## src/rtl/fetch_queue_pkg.sv

```systemverilog
// rtl/fetch_queue_pkg.sv - shared fetch/decode pipeline types and constants
package fetch_queue_pkg;

  localparam int WORD_W = 32;
  localparam logic [WORD_W-1:0] NOP_INSTR = 32'h0000_0000;

  // One fetched instruction with its address; decode consumes the same layout.
  typedef struct packed {
    logic [WORD_W-1:0] pc;
    logic [WORD_W-1:0] instr;
  } if_entry;

endpackage

```

## src/rtl/fetch_queue_if.sv

```systemverilog
// rtl/fetch_queue_if.sv - fetch-side and decode-side handshake bundle of the fetch queue
interface fetch_queue_if
  import fetch_queue_pkg::*;
#(
  parameter int AW = 2
);

  logic              in_valid;
  logic [WORD_W-1:0] in_pc;
  logic [WORD_W-1:0] in_instr;
  logic              in_ready;
  logic              flush;
  logic              out_valid;
  logic [WORD_W-1:0] out_pc;
  logic [WORD_W-1:0] out_instr;
  logic              out_ready;
  logic [AW:0]       count;

  modport master (
    output in_valid, in_pc, in_instr, flush, out_ready,
    input  in_ready, out_valid, out_pc, out_instr, count
  );

  modport slave (
    input  in_valid, in_pc, in_instr, flush, out_ready,
    output in_ready, out_valid, out_pc, out_instr, count
  );

endinterface

```

## src/rtl/fetch_queue_ptr_ctrl.sv

```systemverilog
// rtl/fetch_queue_ptr_ctrl.sv - fetch queue pointer and occupancy bookkeeping (fq_ptr_ctrl)
module fq_ptr_ctrl #(
  parameter int DEPTH = 4,
  parameter int AW    = 2
) (
  input  logic          clk,
  input  logic          reset,
  input  logic          push,
  input  logic          pop,
  input  logic          flush,
  output logic [AW-1:0] wr_ptr,
  output logic [AW-1:0] rd_ptr,
  output logic [AW:0]   count,
  output logic          full,
  output logic          empty
);

  logic push_ok;
  logic pop_ok;

  assign full    = (count == (AW+1)'(DEPTH));
  assign empty   = (count == '0);
  // Guarding here keeps count inside 0..DEPTH whatever the caller does.
  assign push_ok = push & ~full;
  assign pop_ok  = pop & ~empty;

  always_ff @(posedge clk or posedge reset) begin
    if (reset) begin
      wr_ptr <= '0;
      rd_ptr <= '0;
      count  <= '0;
    end else if (flush) begin
      wr_ptr <= '0;
      rd_ptr <= '0;
      count  <= '0;
    end else begin
      if (push_ok) wr_ptr <= wr_ptr + 1'b1;
      if (pop_ok)  rd_ptr <= rd_ptr + 1'b1;
      case ({push_ok, pop_ok})
        2'b10:   count <= count + 1'b1;
        2'b01:   count <= count - 1'b1;
        default: count <= count;
      endcase
    end
  end

endmodule

```

## src/rtl/fetch_queue.sv

```systemverilog
// rtl/fetch_queue.sv - fetch-to-decode instruction queue; FETCH_QUEUE_BYPASS_EN enables empty-queue pass-through
module fetch_queue
  import fetch_queue_pkg::WORD_W;
  import fetch_queue_pkg::if_entry;
#(
  parameter int                DEPTH     = 4,
  parameter int                AW        = 2,
  parameter logic [WORD_W-1:0] NOP_INSTR = fetch_queue_pkg::NOP_INSTR
) (
  input logic          clk,
  input logic          reset,
  fetch_queue_if.slave bus
);

  if_entry       mem [DEPTH];
  if_entry       head;
  logic [AW-1:0] wr_ptr;
  logic [AW-1:0] rd_ptr;
  logic [AW:0]   count;
  logic          full;
  logic          empty;
  logic          push;
  logic          pop;

  fq_ptr_ctrl #(
    .DEPTH (DEPTH),
    .AW    (AW)
  ) u_ptr_ctrl (
    .clk    (clk),
    .reset  (reset),
    .push   (push),
    .pop    (pop),
    .flush  (bus.flush),
    .wr_ptr (wr_ptr),
    .rd_ptr (rd_ptr),
    .count  (count),
    .full   (full),
    .empty  (empty)
  );

  assign head = mem[rd_ptr];

  always_comb begin
    push          = bus.in_valid & ~full;
    pop           = ~empty & bus.out_ready;
    bus.out_valid = ~empty;
    bus.out_pc    = empty ? '0 : head.pc;
    bus.out_instr = empty ? NOP_INSTR : head.instr;
`ifdef FETCH_QUEUE_BYPASS_EN
    // Empty queue: hand the fetch word straight to decode; store it only if decode stalls.
    if (empty && bus.in_valid && !bus.flush) begin
      bus.out_valid = 1'b1;
      bus.out_pc    = bus.in_pc;
      bus.out_instr = bus.in_instr;
      if (bus.out_ready) push = 1'b0;
    end
`endif
  end

  assign bus.in_ready = ~full;
  assign bus.count    = count;

  always_ff @(posedge clk) begin
    if (push && !bus.flush) begin
      mem[wr_ptr] <= '{pc: bus.in_pc, instr: bus.in_instr};
    end
  end

endmodule

```

## src/flat_wrapper.sv

```systemverilog
// flat-port wrapper written by rule: the top's interface ports become plain ports
module fetch_queue_flat import fetch_queue_pkg::WORD_W; import fetch_queue_pkg::if_entry;
#(
  parameter int                DEPTH     = 4,
  parameter int                AW        = 2,
  parameter logic [WORD_W-1:0] NOP_INSTR = fetch_queue_pkg::NOP_INSTR
)
  (clk, reset, bus_in_valid, bus_in_pc, bus_in_instr, bus_flush, bus_out_ready, bus_in_ready, bus_out_valid, bus_out_pc, bus_out_instr, bus_count);
  fetch_queue_if #(.AW(AW)) bus_i ();
  input logic clk;
  input logic reset;
  input wire logic [$bits(bus_i.in_valid)-1:0] bus_in_valid;
  input wire logic [$bits(bus_i.in_pc)-1:0] bus_in_pc;
  input wire logic [$bits(bus_i.in_instr)-1:0] bus_in_instr;
  input wire logic [$bits(bus_i.flush)-1:0] bus_flush;
  input wire logic [$bits(bus_i.out_ready)-1:0] bus_out_ready;
  output wire logic [$bits(bus_i.in_ready)-1:0] bus_in_ready;
  output wire logic [$bits(bus_i.out_valid)-1:0] bus_out_valid;
  output wire logic [$bits(bus_i.out_pc)-1:0] bus_out_pc;
  output wire logic [$bits(bus_i.out_instr)-1:0] bus_out_instr;
  output wire logic [$bits(bus_i.count)-1:0] bus_count;
  assign bus_i.in_valid = bus_in_valid;
  assign bus_i.in_pc = bus_in_pc;
  assign bus_i.in_instr = bus_in_instr;
  assign bus_i.flush = bus_flush;
  assign bus_i.out_ready = bus_out_ready;
  assign bus_in_ready = bus_i.in_ready;
  assign bus_out_valid = bus_i.out_valid;
  assign bus_out_pc = bus_i.out_pc;
  assign bus_out_instr = bus_i.out_instr;
  assign bus_count = bus_i.count;
  fetch_queue #(.DEPTH(DEPTH), .AW(AW), .NOP_INSTR(NOP_INSTR)) u_core (.clk(clk), .reset(reset), .bus(bus_i));
endmodule
```

## config.mk

```make
export PLATFORM = sky130hd
export DESIGN_NAME = fetch_queue_flat
export DESIGN_NICKNAME = d
export VERILOG_FILES = /design/src/rtl/fetch_queue_pkg.sv /design/src/rtl/fetch_queue_if.sv /design/src/rtl/fetch_queue_ptr_ctrl.sv /design/src/rtl/fetch_queue.sv /design/src/flat_wrapper.sv
export SDC_FILE = /design/constraint.sdc
export NUM_CORES = 1
export LEC_CHECK = 0
export ABC_AREA = 1
export BUFFER_PORTS_ARGS = -buffer_cell sky130_fd_sc_hd__buf_2
export CAP_MARGIN = 20
export CORE_ASPECT_RATIO = 1.75
export CORE_MARGIN = 2
export CORE_UTILIZATION = 52
export CTS_CLUSTER_SIZE = 14
export DETAILED_ROUTE_END_ITERATION = 6
export GPL_TIMING_DRIVEN = 0
export PLACE_DENSITY = 0.75
export SETUP_SLACK_MARGIN = 0.15
export SKIP_CTS_REPAIR_TIMING = 1
export SKIP_LAST_GASP = 1
export SLEW_MARGIN = 20
export SYNTH_ARGS = -nofsm -noshare
export SYNTH_HDL_FRONTEND = slang
export SYNTH_HIERARCHICAL = 1
export SYNTH_SLANG_ARGS = --single-unit
export TNS_END_PERCENT = 50
```

## constraint.sdc

```tcl
create_clock -name clk -period 5.7 [get_ports clk]
set_input_delay 0 -clock clk [delete_from_list [all_inputs] [get_ports clk]]
set_output_delay 0 -clock clk [all_outputs]
set_load 0.05 [all_outputs]
```

==> metrics.txt, run 1 <==
Top Family by Delay on Critical Path=simple AND/OR/NAND/NOR gates; Worst EP arrival=between 2000 and 3000 ps; RSZ-0062 raised after global routing=false; via/cell ratio=between 4 and 5; pin count of the biggest net entering global routing=16; placeable core area=roughly 0.021 mm²; # fillers=1563; share of layout cells above drive strength 1=0.182; n_diodes=0; Die Footprint=between 0.02 and 0.025 mm²; run status=finished with violations; drt initial violations=455; Synthesized Nets=between 1000 and 1500; YS warnings=6; Clock Pin Slew Worst Setup and Hold Paths=60 ps; vias=8017; area of the mapped netlist=between 0.01 and 0.015 mm²; critical path's most frequent cell=buf_4; endpoint class of the critical path=register; standard-cell rows=a little over 70; number of port buffers=~140; share of the synthesized area in the top cell type=0.681; highest clock rate=369 MHz; antenna violations before repair=0; Finished Layout Cells=1648; largest stage delay on the critical path=640 ps; syn avg cell area=between 10 and 15 µm²; Pre-Repair DR Iteration Count=5; Hold WS=-21.1 ps; ranking of synthesized cells by area=edfxtp_1 (68%), inv_1 (9.1%), nand2_1 (9.0%); crit path launch type=register; clk_lat worst skew=500 ps; # H-tree levels=1; Post-synth top cells=inv_1 (273), nand2_1 (271), edfxtp_1 (256), nand3_1 (131), a21oi_1 (68); slowest cell on the critical path=nor3_2; Worst Tran Pin Value=slightly above 800 ps; Synth area leader=edfxtp_1; share of flip-flops with an asynchronous set or reset=0.0266; GPL Wtd Cong=about 0.78; first-pass GRT wire length=roughly 38000 µm; final setup vio count=0; pwr/cell area=between 400 and 500 mW/mm²; Seq cells post-synth=~260; width of the die=115 µm; gr ovfl total=0; Max Cap Viol=0; P&R area growth vs syn=23.8%; HP Class=in2async; Lkg Pwr=about 6.4 nW; hpwl dp=17300 µm; cts bufs inserted=23; Post-synth EDFFs=256; TritonCTS clock tree=built; period utilization=0.476; WL per Instance=about 15 µm; Cells after DPL=between 1500 and 2000; final hold violations=9; vias in the first global route=7668; drt drc=0; crit-path cells=nor2_4 -> nand2_1 -> inv_1 -> nor2_1 -> nand2_1 -> nor3_2 -> buf_4 -> buf_4 -> buf_4; failing checks=hold timing; Max-slew headroom=0.445; Net count, final=about 1400; register area share after synthesis=0.696; maximum buffer depth of the clock tree=3; Die Ht=between 150 and 200 µm; I/O pins=around 140; ys flop type=edfxtp_1; Slew Limit Fails=0; clock skew=just under 8 ps; Critical Path Fanout Max=9; final WL=around 25000 µm; top-count cell post-synth=inv_1; clock sinks=about 260; Routed Antenna Nets=0; fin crit period=between 2000 and 3000 ps; CP required=5900 ps; Initial Util=0.528; CP Class=reg2reg; clock root buffer=clkbuf_16; buffers and inverters on the worst path=4; GRT Total Usage=0.213; Post-Synthesis Cells=approximately 1100; number of library cell types mapped by synthesis=21; Power, Total=~0.0062 W; peak supply drop=approximately 0.31 mV
==> cells by family (layout without fill, tap and decap cells) <==
family                   Yosys count  count (layout)  share of synthesized area
adder cells (fa/ha/maj)            1               1                    0.00177
flip-flops                       263             263                      0.696
XOR/XNOR                           1               1                   0.000776
buffers and inverters            325             602                      0.112
AO/OA/AOI/OAI                     71              71                     0.0325
AND/OR/NAND/NOR                  418             418                      0.157
==> tightest hold or removal path: cells and delay by family <==
| family | cells | cell delay, ps |
|---|---|---|
| buffers and inverters | 3 | 870 |
==> stage by stage <==
step / util / TNS (ps) / worst slack (ps) / cell area [µm²] / hold WS (ps)
after floorplan: - / -116330 / -455 / 11300 / -197
after global placement: 0.577 / -894390 / -3580 / 12300 / -55.1
after detailed placement: 0.590 / 0 / 2960 / 12600 / -49.6
after CTS: 0.622 / 0 / 2980 / 13300 / -575
after global routing: 0.653 / 0 / 2790 / 14000 / -2.95
final: 0.653 / 0 / 2990 / 14000 / -21.1
==> cells in the final DEF, fill, tap and decap left out, drive strengths merged <==
cell type,count
xnor2,1
nor2,5
nand2,274
clkbuf,52
buf,206
fa,1
dlygate4sd3,66
nand3,132
edfxtp,256
nor3,4
nand4,3
inv,276
o21ai,2
clkinv,2
dfrtp,7
a21oi,69
==> worst paths after layout <==
check	from	endpoint	slack [ps]	cells after the start
max	u_core/u_ptr_ctrl/count[0]	u_core/mem[3][7]	2990	9
min	reset	u_core/u_ptr_ctrl/count[0]	-20	3
max reg2reg	u_core/u_ptr_ctrl/count[0]	u_core/mem[3][7]	2990	9
min reg2reg	u_core/u_ptr_ctrl/rd_ptr[0]	u_core/u_ptr_ctrl/rd_ptr[0]	580	1
max in group asynchronous	reset	u_core/u_ptr_ctrl/wr_ptr[0]	5490	3
min in group clk	bus_out_ready	u_core/u_ptr_ctrl/rd_ptr[1]	-20	7
==> registers in the layout, summed over array words and instances (netlist names) <==
register,count
u_core/u_ptr_ctrl/count,3
u_core/mem,256
u_core/u_ptr_ctrl/wr_ptr,2
u_core/u_ptr_ctrl/rd_ptr,2
==> power by group <==
part           switching [W]  internal (W)  leakage, nW  total, W
sequential         0.0000460       0.00225         2.42   0.00230
combinational        0.00190      0.000555         3.67   0.00245
clock               0.000614      0.000803        0.331   0.00142
==> area by class of cell <==
cell class	count	area, µm²	area share
Multi-Input combinational cell	491	2190	0.156
Clock buffer	40	679	0.0486
Buffer	48	225	0.0161
Sequential cell	263	7860	0.562
Clock inverter	1	5.00	0.000358
Timing Repair Buffer	236	1620	0.116
Tap cell	292	365	0.0261
Inverter	277	1040	0.0743
==> per-layer routing <==
layer	wire, µm	up-vias	global-route usage
li1	-	3930	-
met1	9140	3767	0.235
met2	13800	269	0.399
met3	1380	51	0.0329
met4	670	0	0.0866
met5	0	-	0
(Power assumes the default switching activity.)
==> run 2, diff against run 1 <==
Clock period 5.7 ns to 2.4 ns, I/O delays scaled along.
==> metrics.txt, run 2 (same netlist as run 1, synthesis figures left out) <==
Worst R2R End=u_core/u_ptr_ctrl/count[2]; peak supply drop=0.831 mV (+170%); R2R setup slack=80 ps (-2910 ps); clk_lat worst skew=490 ps (about the same); run status=finished with violations; Max Cap Viol=0 (unchanged); maximum buffer depth of the clock tree=3 (unchanged); # H-tree levels=1 (unchanged); Clock Pin Slew Worst Setup and Hold Paths=60 ps (about the same); P&R area growth vs syn=24.8%; fin crit period=approximately 2400 ps; highest clock rate=424 MHz; WL per Instance=15.5 µm (+2.3%); Critical Path Fanout Max=10 (+1); share of layout cells above drive strength 1=0.188 (+0.00599); RSZ-0062 raised after global routing=true; final design utilization=0.658 (+0.00497); gr ovfl total=0 (unchanged); pin count of the biggest net entering global routing=16 (unchanged); Hold WS=-10.6 ps (+10.5 ps); final WL=25400 µm (+2.0%); via/cell ratio=4.91 (+0.97%); Lkg Pwr=6.43 nW (+0.22%); drt drc=0 (unchanged); standard-cell rows=71 (unchanged); Finished Layout Cells=1643 (-0.30%); final setup vio count=0 (unchanged); max reg flops=256 (unchanged); first-pass GRT wire length=37900 µm (+0.99%); I/O pins=138 (unchanged); period utilization=0.982; GPL Wtd Cong=0.786 (+1.3%); clock root buffer=clkbuf_16; Regs by FF count=u_core/mem x256, u_core/u_ptr_ctrl/count x3; hpwl dp=17000 µm (-1.4%); number of port buffers=137 (unchanged); pwr/cell area=1050 mW/mm² (+140%); Net count, final=1404 (-0.43%); Initial Util=0.528 (unchanged); CP Class=reg2out; GRT Total Usage=0.215 (+0.00254); most common cell after layout, fill and taps aside=inv_1; vias in the first global route=7547 (-1.6%); Slew Limit Fails=0 (unchanged); drt initial violations=550 (+21%); R2R depth=14 (+5); TritonCTS clock tree=built; Cells after DPL=1526 (-0.97%); clock sinks=263 (unchanged); endpoint class of the critical path=primary output; Die Footprint=0.0230 mm² (unchanged); final hold violations=7 (-2); most frequent cells in the layout=inv_1 (272), nand2_1 (269), edfxtp_1 (256); Die Ht=199 µm (unchanged); Worst R2R Start=u_core/u_ptr_ctrl/count[1]; most flop-heavy register=u_core/mem; HP Class=in2async; CP required=2400 ps (-3500 ps); antenna violations before repair=1 (+1); placeable core area=0.0214 mm² (unchanged); Max-slew headroom=0.486 (+0.0408); Routed Antenna Nets=0 (unchanged); crit path launch type=register; Pre-Repair DR Iteration Count=5 (unchanged); clock skew=8.44 ps (+0.546 ps); cts bufs inserted=23 (unchanged); width of the die=115 µm (unchanged); vias=8070 (+0.66%); Worst Tran Pin Value=769 ps (-59.1 ps); failing checks=hold timing; Worst EP arrival=2360 ps (-560 ps)
## run 2: changes by cell type in the layout (fill, tap and decap cells not counted), sizes merged
cell,previous run,this run
buf,206,204
clkbuf,52,45
clkinv,2,4
diode,0,1
dlygate4sd3,66,67
## run 2: critical path: stages (launching register included)
cell	delay, ps
dfrtp_1	410
inv_2	220
clkbuf_1	490
nand3_1	150
a21oi_1	270
buf_2	310
## run 2: worst max path at each step
stage | start | endpoint | slack [ps] | cells after the start
after floorplan | u_core/u_ptr_ctrl/count[0] | u_core/mem[1][0] | -600 | 6
after global placement | u_core/u_ptr_ctrl/count[0] | u_core/mem[1][7] | -1610 | 6
after detailed placement | u_core/u_ptr_ctrl/count[0] | u_core/u_ptr_ctrl/count[2] | -310 | 14
after CTS | u_core/u_ptr_ctrl/count[0] | u_core/u_ptr_ctrl/count[2] | -300 | 14
after global routing | u_core/u_ptr_ctrl/count[0] | u_core/u_ptr_ctrl/count[2] | -70 | 14
final | u_core/u_ptr_ctrl/rd_ptr[1] | bus_out_instr[29] | 40 | 5
## run 2: power breakdown
| group | total (W) | internal [W] | switching [W] |
|---|---|---|---|
| combinational | 0.00598 | 0.00139 | 0.00458 |
| sequential | 0.00547 | 0.00535 | 0.000122 |
| clock | 0.00331 | 0.00185 | 0.00146 |
## run 2: routing by layer
layer	wire, µm	GRT usage
met1	9430	0.246
met2	14100	0.395
met3	1290	0.0320
met4	582	0.0910
met5	0	0
## run 2: final cells by class
cell class,instances,area [µm²]
flip-flops and latches,263,7870
fillers,1635,7320
multi-input cells,491,2230
repair buffers,230,1680
inverters,277,1040
clock buffers,38,652
well taps,292,365
plain buffers,48,239
clock inverters,3,15.0
diodes,1,2.50
## run 2: metrics by stage
stage | total power [W] | setup TNS (ps) | setup WS [ps] | area [µm²]
after floorplan | 0.00974 | -145970 | -605 | 11400
after detailed placement | 0.0114 | -3960 | -312 | 12700
final | 0.0148 | 0 | 43.1 | 14100
after CTS | 0.0146 | -7110 | -296 | 13300
after global routing | 0.0154 | -300 | -68.5 | 14100
after global placement | 0.0112 | -398560 | -1610 | 12400
==> run 3, diff against run 2 <==
Settings changed: CORE_UTILIZATION 52 to 60, PLACE_DENSITY 0.75 to 0.82.
Clock period 2.4 ns to 2.75 ns, I/O delays scaled along.
==> metrics.txt, run 3 (same netlist as run 1, synthesis figures left out) <==
run status=completed; clock skew=13.0 ps (+4.58 ps); Routed Antenna Nets=0 (unchanged); Clock Pin Slew Worst Setup and Hold Paths=60 ps (about the same); gr ovfl total=0 (unchanged); final design utilization=0.758 (+0.0997); endpoint class of the critical path=register; CP Class=reg2reg; number of port buffers=137 (unchanged); WL per Instance=16.9 µm (+9.1%); period utilization=0.923; Worst Tran Pin Value=715 ps (-54.5 ps); drt drc=0 (unchanged); share of layout cells above drive strength 1=0.183 (-0.00558); Die Footprint=0.0200 mm² (-13%); fin crit period=around 2500 ps; standard-cell rows=66 (-7.0%); antenna violations before repair=0 (-1); Lkg Pwr=6.41 nW (-0.32%); vias in the first global route=7925 (+5.0%); peak supply drop=1.08 mV (+29%); RSZ-0062 raised after global routing=true; Initial Util=0.611 (+0.0830); clk_lat worst skew=510 ps (+20 ps); pin count of the biggest net entering global routing=16 (unchanged); width of the die=108 µm (-6.7%); final WL=26700 µm (+4.9%); most frequent cells in the layout=inv_1 (272), nand2_1 (269), edfxtp_1 (256); maximum buffer depth of the clock tree=3 (unchanged); final setup TNS=0 ps (unchanged); Die Ht=186 µm (-6.8%); GR Util met3=0.0329 (+0.000920); crit path launch type=register; highest clock rate=394 MHz; Regs by FF count=u_core/mem x256, u_core/u_ptr_ctrl/count x3; area of the multi-input gates=0.00223 mm² (-0.17%); Critical Path Fanout Max=10 (unchanged); met2 GRT Util=0.477 (+0.0821); GRT Total Usage=0.253 (+0.0379); TritonCTS clock tree=built; drt initial violations=662 (+20%); CP required=3140 ps (+740 ps); I/O pins=138 (unchanged); max reg flops=256 (unchanged); placeable core area=0.0185 mm² (-14%); FF+latch area=0.00787 mm² (unchanged); Pre-Repair DR Iteration Count=7 (+2); cts bufs inserted=23 (unchanged); final setup vio count=0 (unchanged); pwr/cell area=918 mW/mm² (-12%); Worst EP arrival=2930 ps (+570 ps); met1 usage=0.284 (+0.0387); final hold violations=0 (-7); P&R area growth vs syn=24.1%; n_diodes=0 (-1); # fillers=1172 (-28%); Net count, final=1399 (-0.36%); Slew Limit Fails=0 (unchanged); HP Class=in2reg; hpwl dp=17000 µm (-0.19%); Max-slew headroom=0.522 (+0.0365); most flop-heavy register=u_core/mem; Max Cap Viol=0 (unchanged); # H-tree levels=1 (unchanged); clock root buffer=clkbuf_16; GPL Wtd Cong=0.774 (-1.5%); clock sinks=263 (unchanged); vias=8251 (+2.2%); first-pass GRT wire length=38700 µm (+2.1%); Top Usage Layer GRT=met2; most common cell after layout, fill and taps aside=inv_1; via/cell ratio=5.22 (+6.3%); R2R setup slack=210 ps (+130 ps)
==> run 3: final cells by class <==
cell class	count	share of cell area
inverters	277	0.0742
plain buffers	48	0.0166
clock inverters	5	0.00179
clock buffers	33	0.0452
repair buffers	225	0.121
multi-input cells	491	0.159
well taps	238	0.0212
flip-flops and latches	263	0.561
==> run 3: worst paths after layout <==
path                                             startpoint  depth (start not counted)                           to
worst max register to register   u_core/u_ptr_ctrl/count[0]                         14   u_core/u_ptr_ctrl/count[2]
max in group asynchronous                             reset                          4   u_core/u_ptr_ctrl/count[2]
min in group asynchronous                             reset                          4   u_core/u_ptr_ctrl/count[0]
worst min register to register  u_core/u_ptr_ctrl/rd_ptr[1]                          2  u_core/u_ptr_ctrl/rd_ptr[1]
worst max-delay path             u_core/u_ptr_ctrl/count[0]                         14   u_core/u_ptr_ctrl/count[2]
worst min-delay path                          bus_out_ready                          7  u_core/u_ptr_ctrl/rd_ptr[1]
==> run 3: layer usage <==
| layer | part of all wire | vias up |
|---|---|---|
| li1 | - | 3919 |
| met1 | 0.36 | 3927 |
| met2 | 0.56 | 351 |
| met3 | 0.057 | 54 |
| met4 | 0.025 | 0 |
| met5 | 0 | - |
==> run 3: worst max-delay path: stages, from the launching register on <==
cell and delay, ps:
dfrtp_2 450, nor2_4 190, nand2_1 120, inv_1 110, clkbuf_4 230, nor2_1 90
inv_1 90, a21oi_4 60, nand2_2 140, inv_1 70, fa_1 380, xnor2_1 220
nand2_1 100, nand3_1 100, nand2_1 70
==> run 3: stage by stage <==
step / hold WS (ps) / setup WS [ps] / std cells / instance area [µm²] / power, W
2_1_floorplan: -197 / -255 / 1079 / 11400 / 0.00850
3_3_place_gp: -56.8 / -1160 / 1454 / 12300 / 0.00975
3_5_place_dp: -45.5 / 20.8 / 1474 / 12700 / 0.00989
4_1_cts: -580 / -26.6 / 1512 / 13300 / 0.0128
5_1_grt: 25.4 / -6.92 / 1580 / 14000 / 0.0134
6_report: 14.5 / 211 / 1580 / 14000 / 0.0129
==> run 3: power breakdown <==
group / switching [W] / internal [W]
combinational: 0.00401 / 0.00119
clock: 0.00130 / 0.00159
sequential: 0.000108 / 0.00467
